**config.mk**
```make
export PLATFORM = sky130hd
export DESIGN_NAME = crc24_gen_flat
export DESIGN_NICKNAME = d
export VERILOG_FILES = /design/src/rtl/crc24_gen_pkg.sv /design/src/rtl/crc24_gen_if.sv /design/src/rtl/crc24_lfsr.sv /design/src/rtl/crc24_gen.sv /design/src/flat_wrapper.sv
export SDC_FILE = /design/constraint.sdc
export NUM_CORES = 1
export LEC_CHECK = 0
export BUFFER_PORTS_ARGS = -buffer_cell sky130_fd_sc_hd__buf_2
export CORE_UTILIZATION = 35
export CTS_CLUSTER_SIZE = 14
export DETAILED_ROUTE_END_ITERATION = 12
export MAX_ROUTING_LAYER = met4
export SYNTH_ARGS = -nofsm -noshare
export SYNTH_HDL_FRONTEND = slang
export SYNTH_SLANG_ARGS = --single-unit
```
**constraint.sdc**
```tcl
create_clock -name clk -period 1.7 [get_ports clk]
set_clock_uncertainty 0.2 [all_clocks]
set_input_delay 0.34 -clock clk [delete_from_list [all_inputs] [get_ports clk]]
set_output_delay 0.34 -clock clk [all_outputs]
set_load 0.02 [all_outputs]
```
**src/rtl/crc24_gen_pkg.sv**
```systemverilog
// -----------------------------------------------------------------------------
// crc24_gen_pkg
// Shared CRC-24 constants and FSM state codes. Used by the CRC generator, the
// whitening stage and the receive-side CRC checker.
// -----------------------------------------------------------------------------
package crc24_gen_pkg;

    localparam int unsigned CRC_LEN = 24;
    localparam int unsigned CNT_W   = 5;

    localparam logic [CRC_LEN-1:0] POLY             = 24'h00065B;
    localparam logic [CRC_LEN-1:0] CRC_INIT_DEFAULT = 24'h555555;

    // Generator FSM state codes; all four 2-bit codes are assigned
    typedef logic [1:0] crc_state_t;
    localparam crc_state_t StIdle = 2'd0;
    localparam crc_state_t StData = 2'd1;
    localparam crc_state_t StWait = 2'd2;
    localparam crc_state_t StSend = 2'd3;

endpackage

```
**src/rtl/crc24_gen_if.sv**
```systemverilog
// -----------------------------------------------------------------------------
// crc24_gen_if
// Serial payload / CRC stream bundle between the packet FIFO, the CRC
// generator and the whitening stage.
//   data_in, data_in_valid     : serial payload from packet FIFO
//   data_out, data_out_valid   : payload forwarded to whitening stage
//   crc_out, crc_out_valid     : serial CRC (MSB first) to whitening stage
//   busy, ovr_err              : status
// slave  : the CRC generator side
// master : the upstream driver / observer side
// -----------------------------------------------------------------------------
interface crc24_gen_if;

    logic data_in;
    logic data_in_valid;
    logic data_out;
    logic data_out_valid;
    logic crc_out;
    logic crc_out_valid;
    logic busy;
    logic ovr_err;

    modport master (
        output data_in,
        output data_in_valid,
        input  data_out,
        input  data_out_valid,
        input  crc_out,
        input  crc_out_valid,
        input  busy,
        input  ovr_err
    );

    modport slave (
        input  data_in,
        input  data_in_valid,
        output data_out,
        output data_out_valid,
        output crc_out,
        output crc_out_valid,
        output busy,
        output ovr_err
    );

endinterface

```
**src/rtl/crc24_lfsr.sv**
```systemverilog
// -----------------------------------------------------------------------------
// crc24_lfsr
// Combinational single-bit CRC-24 step (Galois form, MSB-aligned feedback).
//   i_lfsr      : current remainder
//   i_bit       : message bit being absorbed
//   o_lfsr_next : remainder after absorbing i_bit
// -----------------------------------------------------------------------------
module crc24_lfsr
    import crc24_gen_pkg::*;
(
    input  logic [CRC_LEN-1:0] i_lfsr,
    input  logic               i_bit,
    output logic [CRC_LEN-1:0] o_lfsr_next
);

    logic w_fb;

    always_comb begin
        w_fb        = i_lfsr[CRC_LEN-1] ^ i_bit;
        o_lfsr_next = {i_lfsr[CRC_LEN-2:0], 1'b0} ^ (w_fb ? POLY : '0);
    end

endmodule

```
**src/rtl/crc24_gen.sv**
```systemverilog
// -----------------------------------------------------------------------------
// crc24_gen
// Serial CRC-24 generator. Payload bits pass straight through to the whitening
// stage while being absorbed into the LFSR; after the burst ends, one idle
// (WAIT) cycle separates payload from the 24 CRC bits shifted out MSB first.
//   clk    : clock, state advances on posedge
//   rst_n  : asynchronous active-low reset
//   bus    : crc24_gen_if.slave (payload in, payload/CRC out, busy, ovr_err)
// -----------------------------------------------------------------------------
module crc24_gen
    import crc24_gen_pkg::*;
#(
    parameter logic [CRC_LEN-1:0] CRC_INIT = CRC_INIT_DEFAULT
) (
    input  logic       clk,
    input  logic       rst_n,
    crc24_gen_if.slave bus
);

    localparam logic [CNT_W-1:0] CNT_LAST = CNT_W'(CRC_LEN - 1);

    crc_state_t         r_state;
    crc_state_t         w_state_nxt;
    logic [CRC_LEN-1:0] r_lfsr;
    logic [CRC_LEN-1:0] w_lfsr_nxt;
    logic [CRC_LEN-1:0] w_lfsr_step;
    logic [CNT_W-1:0]   r_cnt;
    logic [CNT_W-1:0]   w_cnt_nxt;
    logic               r_ovr;
    logic               w_ovr_nxt;
    logic               w_accepting;

    crc24_lfsr u_lfsr (
        .i_lfsr      (r_lfsr),
        .i_bit       (bus.data_in),
        .o_lfsr_next (w_lfsr_step)
    );

    assign w_accepting = (r_state == StIdle) || (r_state == StData);

    always_comb begin
        w_state_nxt = r_state;
        w_lfsr_nxt  = r_lfsr;
        w_cnt_nxt   = r_cnt;
        case (r_state)
            StIdle: begin
                // lfsr already holds CRC_INIT here, so the first bit steps from it
                if (bus.data_in_valid) begin
                    w_lfsr_nxt  = w_lfsr_step;
                    w_state_nxt = StData;
                end
            end
            StData: begin
                if (bus.data_in_valid) begin
                    w_lfsr_nxt = w_lfsr_step;
                end else begin
                    w_state_nxt = StWait;
                end
            end
            StWait: begin
                w_state_nxt = StSend;
                w_cnt_nxt   = '0;
            end
            StSend: begin
                w_lfsr_nxt = {r_lfsr[CRC_LEN-2:0], 1'b0};
                w_cnt_nxt  = r_cnt + 1'b1;
                if (r_cnt == CNT_LAST) begin
                    w_state_nxt = StIdle;
                    w_lfsr_nxt  = CRC_INIT;
                    w_cnt_nxt   = '0;
                end
            end
            default: begin
                w_state_nxt = StIdle;
                w_lfsr_nxt  = CRC_INIT;
                w_cnt_nxt   = '0;
            end
        endcase
    end

    // Valid input while the CRC window is open is dropped and flagged
    assign w_ovr_nxt = bus.data_in_valid && !w_accepting;

    always_ff @(posedge clk or negedge rst_n) begin
        if (!rst_n) begin
            r_state <= StIdle;
            r_lfsr  <= CRC_INIT;
            r_cnt   <= '0;
            r_ovr   <= 1'b0;
        end else begin
            r_state <= w_state_nxt;
            r_lfsr  <= w_lfsr_nxt;
            r_cnt   <= w_cnt_nxt;
            r_ovr   <= w_ovr_nxt;
        end
    end

    // Payload path is zero-latency; gated by rst_n so nothing leaks during reset
    assign bus.data_out       = bus.data_in;
    assign bus.data_out_valid = rst_n && bus.data_in_valid && w_accepting;

    assign bus.crc_out_valid  = (r_state == StSend);
    assign bus.crc_out        = (r_state == StSend) && r_lfsr[CRC_LEN-1];
    assign bus.busy           = (r_state != StIdle);
    assign bus.ovr_err        = r_ovr;

endmodule

```
**src/flat_wrapper.sv**
```systemverilog
// flat-port wrapper written by rule: the top's interface ports become plain ports
module crc24_gen_flat import crc24_gen_pkg::*;
#(
    parameter logic [CRC_LEN-1:0] CRC_INIT = CRC_INIT_DEFAULT
)
  (clk, rst_n, bus_data_in, bus_data_in_valid, bus_data_out, bus_data_out_valid, bus_crc_out, bus_crc_out_valid, bus_busy, bus_ovr_err);
  crc24_gen_if bus_i ();
  input  logic clk;
  input  logic rst_n;
  input wire logic [$bits(bus_i.data_in)-1:0] bus_data_in;
  input wire logic [$bits(bus_i.data_in_valid)-1:0] bus_data_in_valid;
  output wire logic [$bits(bus_i.data_out)-1:0] bus_data_out;
  output wire logic [$bits(bus_i.data_out_valid)-1:0] bus_data_out_valid;
  output wire logic [$bits(bus_i.crc_out)-1:0] bus_crc_out;
  output wire logic [$bits(bus_i.crc_out_valid)-1:0] bus_crc_out_valid;
  output wire logic [$bits(bus_i.busy)-1:0] bus_busy;
  output wire logic [$bits(bus_i.ovr_err)-1:0] bus_ovr_err;
  assign bus_i.data_in = bus_data_in;
  assign bus_i.data_in_valid = bus_data_in_valid;
  assign bus_data_out = bus_i.data_out;
  assign bus_data_out_valid = bus_i.data_out_valid;
  assign bus_crc_out = bus_i.crc_out;
  assign bus_crc_out_valid = bus_i.crc_out_valid;
  assign bus_busy = bus_i.busy;
  assign bus_ovr_err = bus_i.ovr_err;
  crc24_gen #(.CRC_INIT(CRC_INIT)) u_core (.clk(clk), .rst_n(rst_n), .bus(bus_i));
endmodule
```
==> run metrics <==
status=finished with violations; failing checks=negative setup slack; Cell variety after synth=32; Via-to-Cell Ratio=roughly 5.1; r2r startpoint=u_core.r_state[0]; gr ovfl total=0; gp weighted congestion=between 0.8 and 0.9; Setup CP Type=reg2out; nets@finish=roughly 210; I/O pin cnt=10; vias in the first global route=1225; Crit path required time=1160 ps; syn_nets=175; post-place setup slack=-43.61 ps; CTS tree=yes; Warnings, synthesis=0; final hold viol count=0; Synth Register Bits=32; DRC violations left=0; antenna-violating nets left=0; total power=4.732 mW; die height=roughly 70 microns; Peak VDD IR=about 1.3 mV; drt pass-1 iters=4; die area=a little under 5000 sq um; setup violators final=8; IO buf count=9; Worst-Skew Late Latency=about 280 ps; Final Worst Setup Slack=-161.3 ps; pin count of the biggest net entering global routing=33; total core area=roughly 4400 sq um; flop2flop setup slack=-70 ps; CTS H-tree depth=2; min-delay src=bus_data_in_valid; final slew viol count=0; DP HPWL=2.279 mm; CTS Root Cell=clkbuf_8; Slew HR=about 73%; via count=approximately 1300; filler instances=between 300 and 400; max-cap violation count=0; RSZ-0062 raised after global routing=true; multi-input logic area=919.6 sq um; layout cell share with drive strength beyond 1=42.35%; worst-case clock buffer depth=2; Initial Util=36.53%; Pwr Density=between 2000 and 2500 nW/um^2; Worst-path clk slew=~60 ps; R2R Path End=u_core.r_lfsr[3]; syn avg cell area=roughly 9.7 sq um; first-pass GRT wire length=just under 6 mm; antenna cell count=0; f_max=around 0.54 GHz; CTS Buf Count=5; Lkg Pwr=approximately 0.95 nW; Die W=roughly 70 microns; Slew @ Worst Pin=405.2 ps; critical path arrival=roughly 1300 ps; Storage cell area=818.3 sq um; met1 GRT Util=between 10% and 20%; worst hold slack=around 190 ps; Top Usage Layer GRT=met2; hold endpoint=u_core.bus.ovr_err; Worst Hold Class=in2reg; CP Max Fanout=5; initial antenna violation count=0; Final Critical Period=1861 ps; Startpoint Class=flop; cell row count=24; post-synthesis sequential area ratio=50.94%; area delta synth->final=41.09%; CTS sink count=32; Post-Route WL=~3.6 mm; Worst Reg-to-Reg Cells=6; Mapped Area=1602 sq um; worst hold path depth=2; Synth Instances=about 170; WL per Instance=between 10 and 15 microns; grt met3 use=approximately 3.9%; met2 usage=about 25%; Detailed Route Iter0 Violations=47; Final Cycle Share=109.5%; Crit. End Element=output port; Tot GR Track Use=around 16%
## worst max-delay path by stage
stage,start,endpoint,slack (ps),cells past startpoint
4_1_cts,u_core.r_state[0],bus_data_out_valid,-160,4
3_3_place_gp,u_core.r_state[0],u_core.r_state[1],10,5
2_1_floorplan,u_core.r_state[0],bus_crc_out,-3,4
6_report,u_core.r_state[0],bus_data_out_valid,-160,4
5_1_grt,u_core.r_state[1],bus_data_out_valid,-200,4
3_5_place_dp,u_core.r_state[1],u_core.r_state[1],-40,4
## cell usage after synthesis (all sizes together)
| cell | instances | area share (%) |
|---|---|---|
| nand2 | 25 | 5.9 |
| nor2 | 22 | 5.2 |
| dfrtp | 20 | 31 |
| o21ai | 17 | 5.3 |
| dfstp | 12 | 20 |
| a21oi | 9 | 2.8 |
| buf | 7 | 2.3 |
| ha | 6 | 4.7 |
| nand2b | 6 | 2.3 |
| mux2i | 5 | 3.1 |
| nor2b | 5 | 2.0 |
| inv | 4 | 0.94 |
| a41oi | 3 | 1.6 |
| o41ai | 3 | 1.6 |
| or3 | 3 | 1.2 |
| clkbuf | 2 | 0.55 |
| mux2 | 2 | 1.4 |
| nand3 | 2 | 0.63 |
| a21boi | 1 | 0.47 |
| a221oi | 1 | 0.94 |
| and2 | 1 | 0.47 |
| nand4b | 1 | 0.55 |
| nor3b | 1 | 0.47 |
| o211a | 1 | 0.63 |
| o21a | 1 | 0.47 |
| o221ai | 1 | 0.55 |
| o22ai | 1 | 0.39 |
| o31ai | 1 | 0.47 |
| or2 | 1 | 0.39 |
| xnor2 | 1 | 1.7 |
## report_power, final
part | internal (mW) | switching (mW)
clock network | 0.360 | 0.268
registers | 1.25 | 0.306
logic | 1.36 | 1.19
total | 2.97 | 1.76
## stage by stage
stage / cell area [sq um] / setup TNS [ps] / instances / util, %
final: 2260 / -634.7 / 248 / 51.54
after global routing: 2260 / -1107 / 248 / 51.54
after CTS: 2067 / -550.3 / 242 / 47.15
after detailed placement: 1836 / -74.92 / 231 / 41.87
after global placement: 1836 / 0 / 231 / 41.87
after floorplan: 1629 / -2.624 / 165 / -
## cells in the final DEF (no fill, tap or decap), types with 2 or more instances in the layout
cell type,Yosys,routed
clkbuf_16,0,2
buf_4,1,12
ha_4,0,4
nand2_1,25,25
buf_12,0,2
nor2b_1,5,4
or3_1,3,2
ha_1,6,2
a21oi_1,9,9
buf_2,6,5
a41oi_2,0,3
inv_2,0,2
buf_6,0,10
dfrtp_2,0,2
nor2_1,22,20
nand2b_4,0,2
nand2b_1,6,4
dfstp_2,12,12
mux2i_2,0,3
mux2_2,2,2
o21ai_0,17,11
o21ai_1,0,6
clkbuf_8,0,7
dfrtp_1,20,18
o41ai_4,0,2
## routing by layer
metal,up-vias,routed length (microns)
li1,623,-
met1,603,1730
met2,21,1738
met3,7,101
met4,0,68
met5,-,0
## kinds of logic after synthesis
logic type	synth area share, %
simple gates	18.99
compound gates	15.31
flops	50.94
buf+inv	3.828
mux	4.531
fa+ha+maj	4.687
xor+xnor	1.719
## layout make-up
cell class,instances,share of cell area (%)
tap,52,2.879
inverter,4,0.7752
sequential,32,36.21
timing repair buffer,33,15.17
clock buffer,7,4.264
multi-input combinational,120,40.70
## critical path, cell delays in order (launching register included)
cell and delay [ps]:
dfrtp_2 450, inv_2 70, ha_4 180, o211a_1 210
buf_6 130
## repair_timing
action | CTS | global route
endpoints found under the setup margin | 8 | 28
resized for setup | 23 | 31
buffers inserted | 4 | 4
endpoints found under the hold margin | 20 | 0
hold buffers | 1 | 0
gates cloned | 0 | 2
pin swaps | 7 | 6
## registers in the layout, summed over array words and instances, names as in the netlist
| signal | cells |
|---|---|
| u_core.r_lfsr | 24 |
| u_core.r_cnt | 5 |
| u_core.r_state | 2 |
| u_core.bus.ovr_err | 1 |
Power figures use the tool's default switching activity.
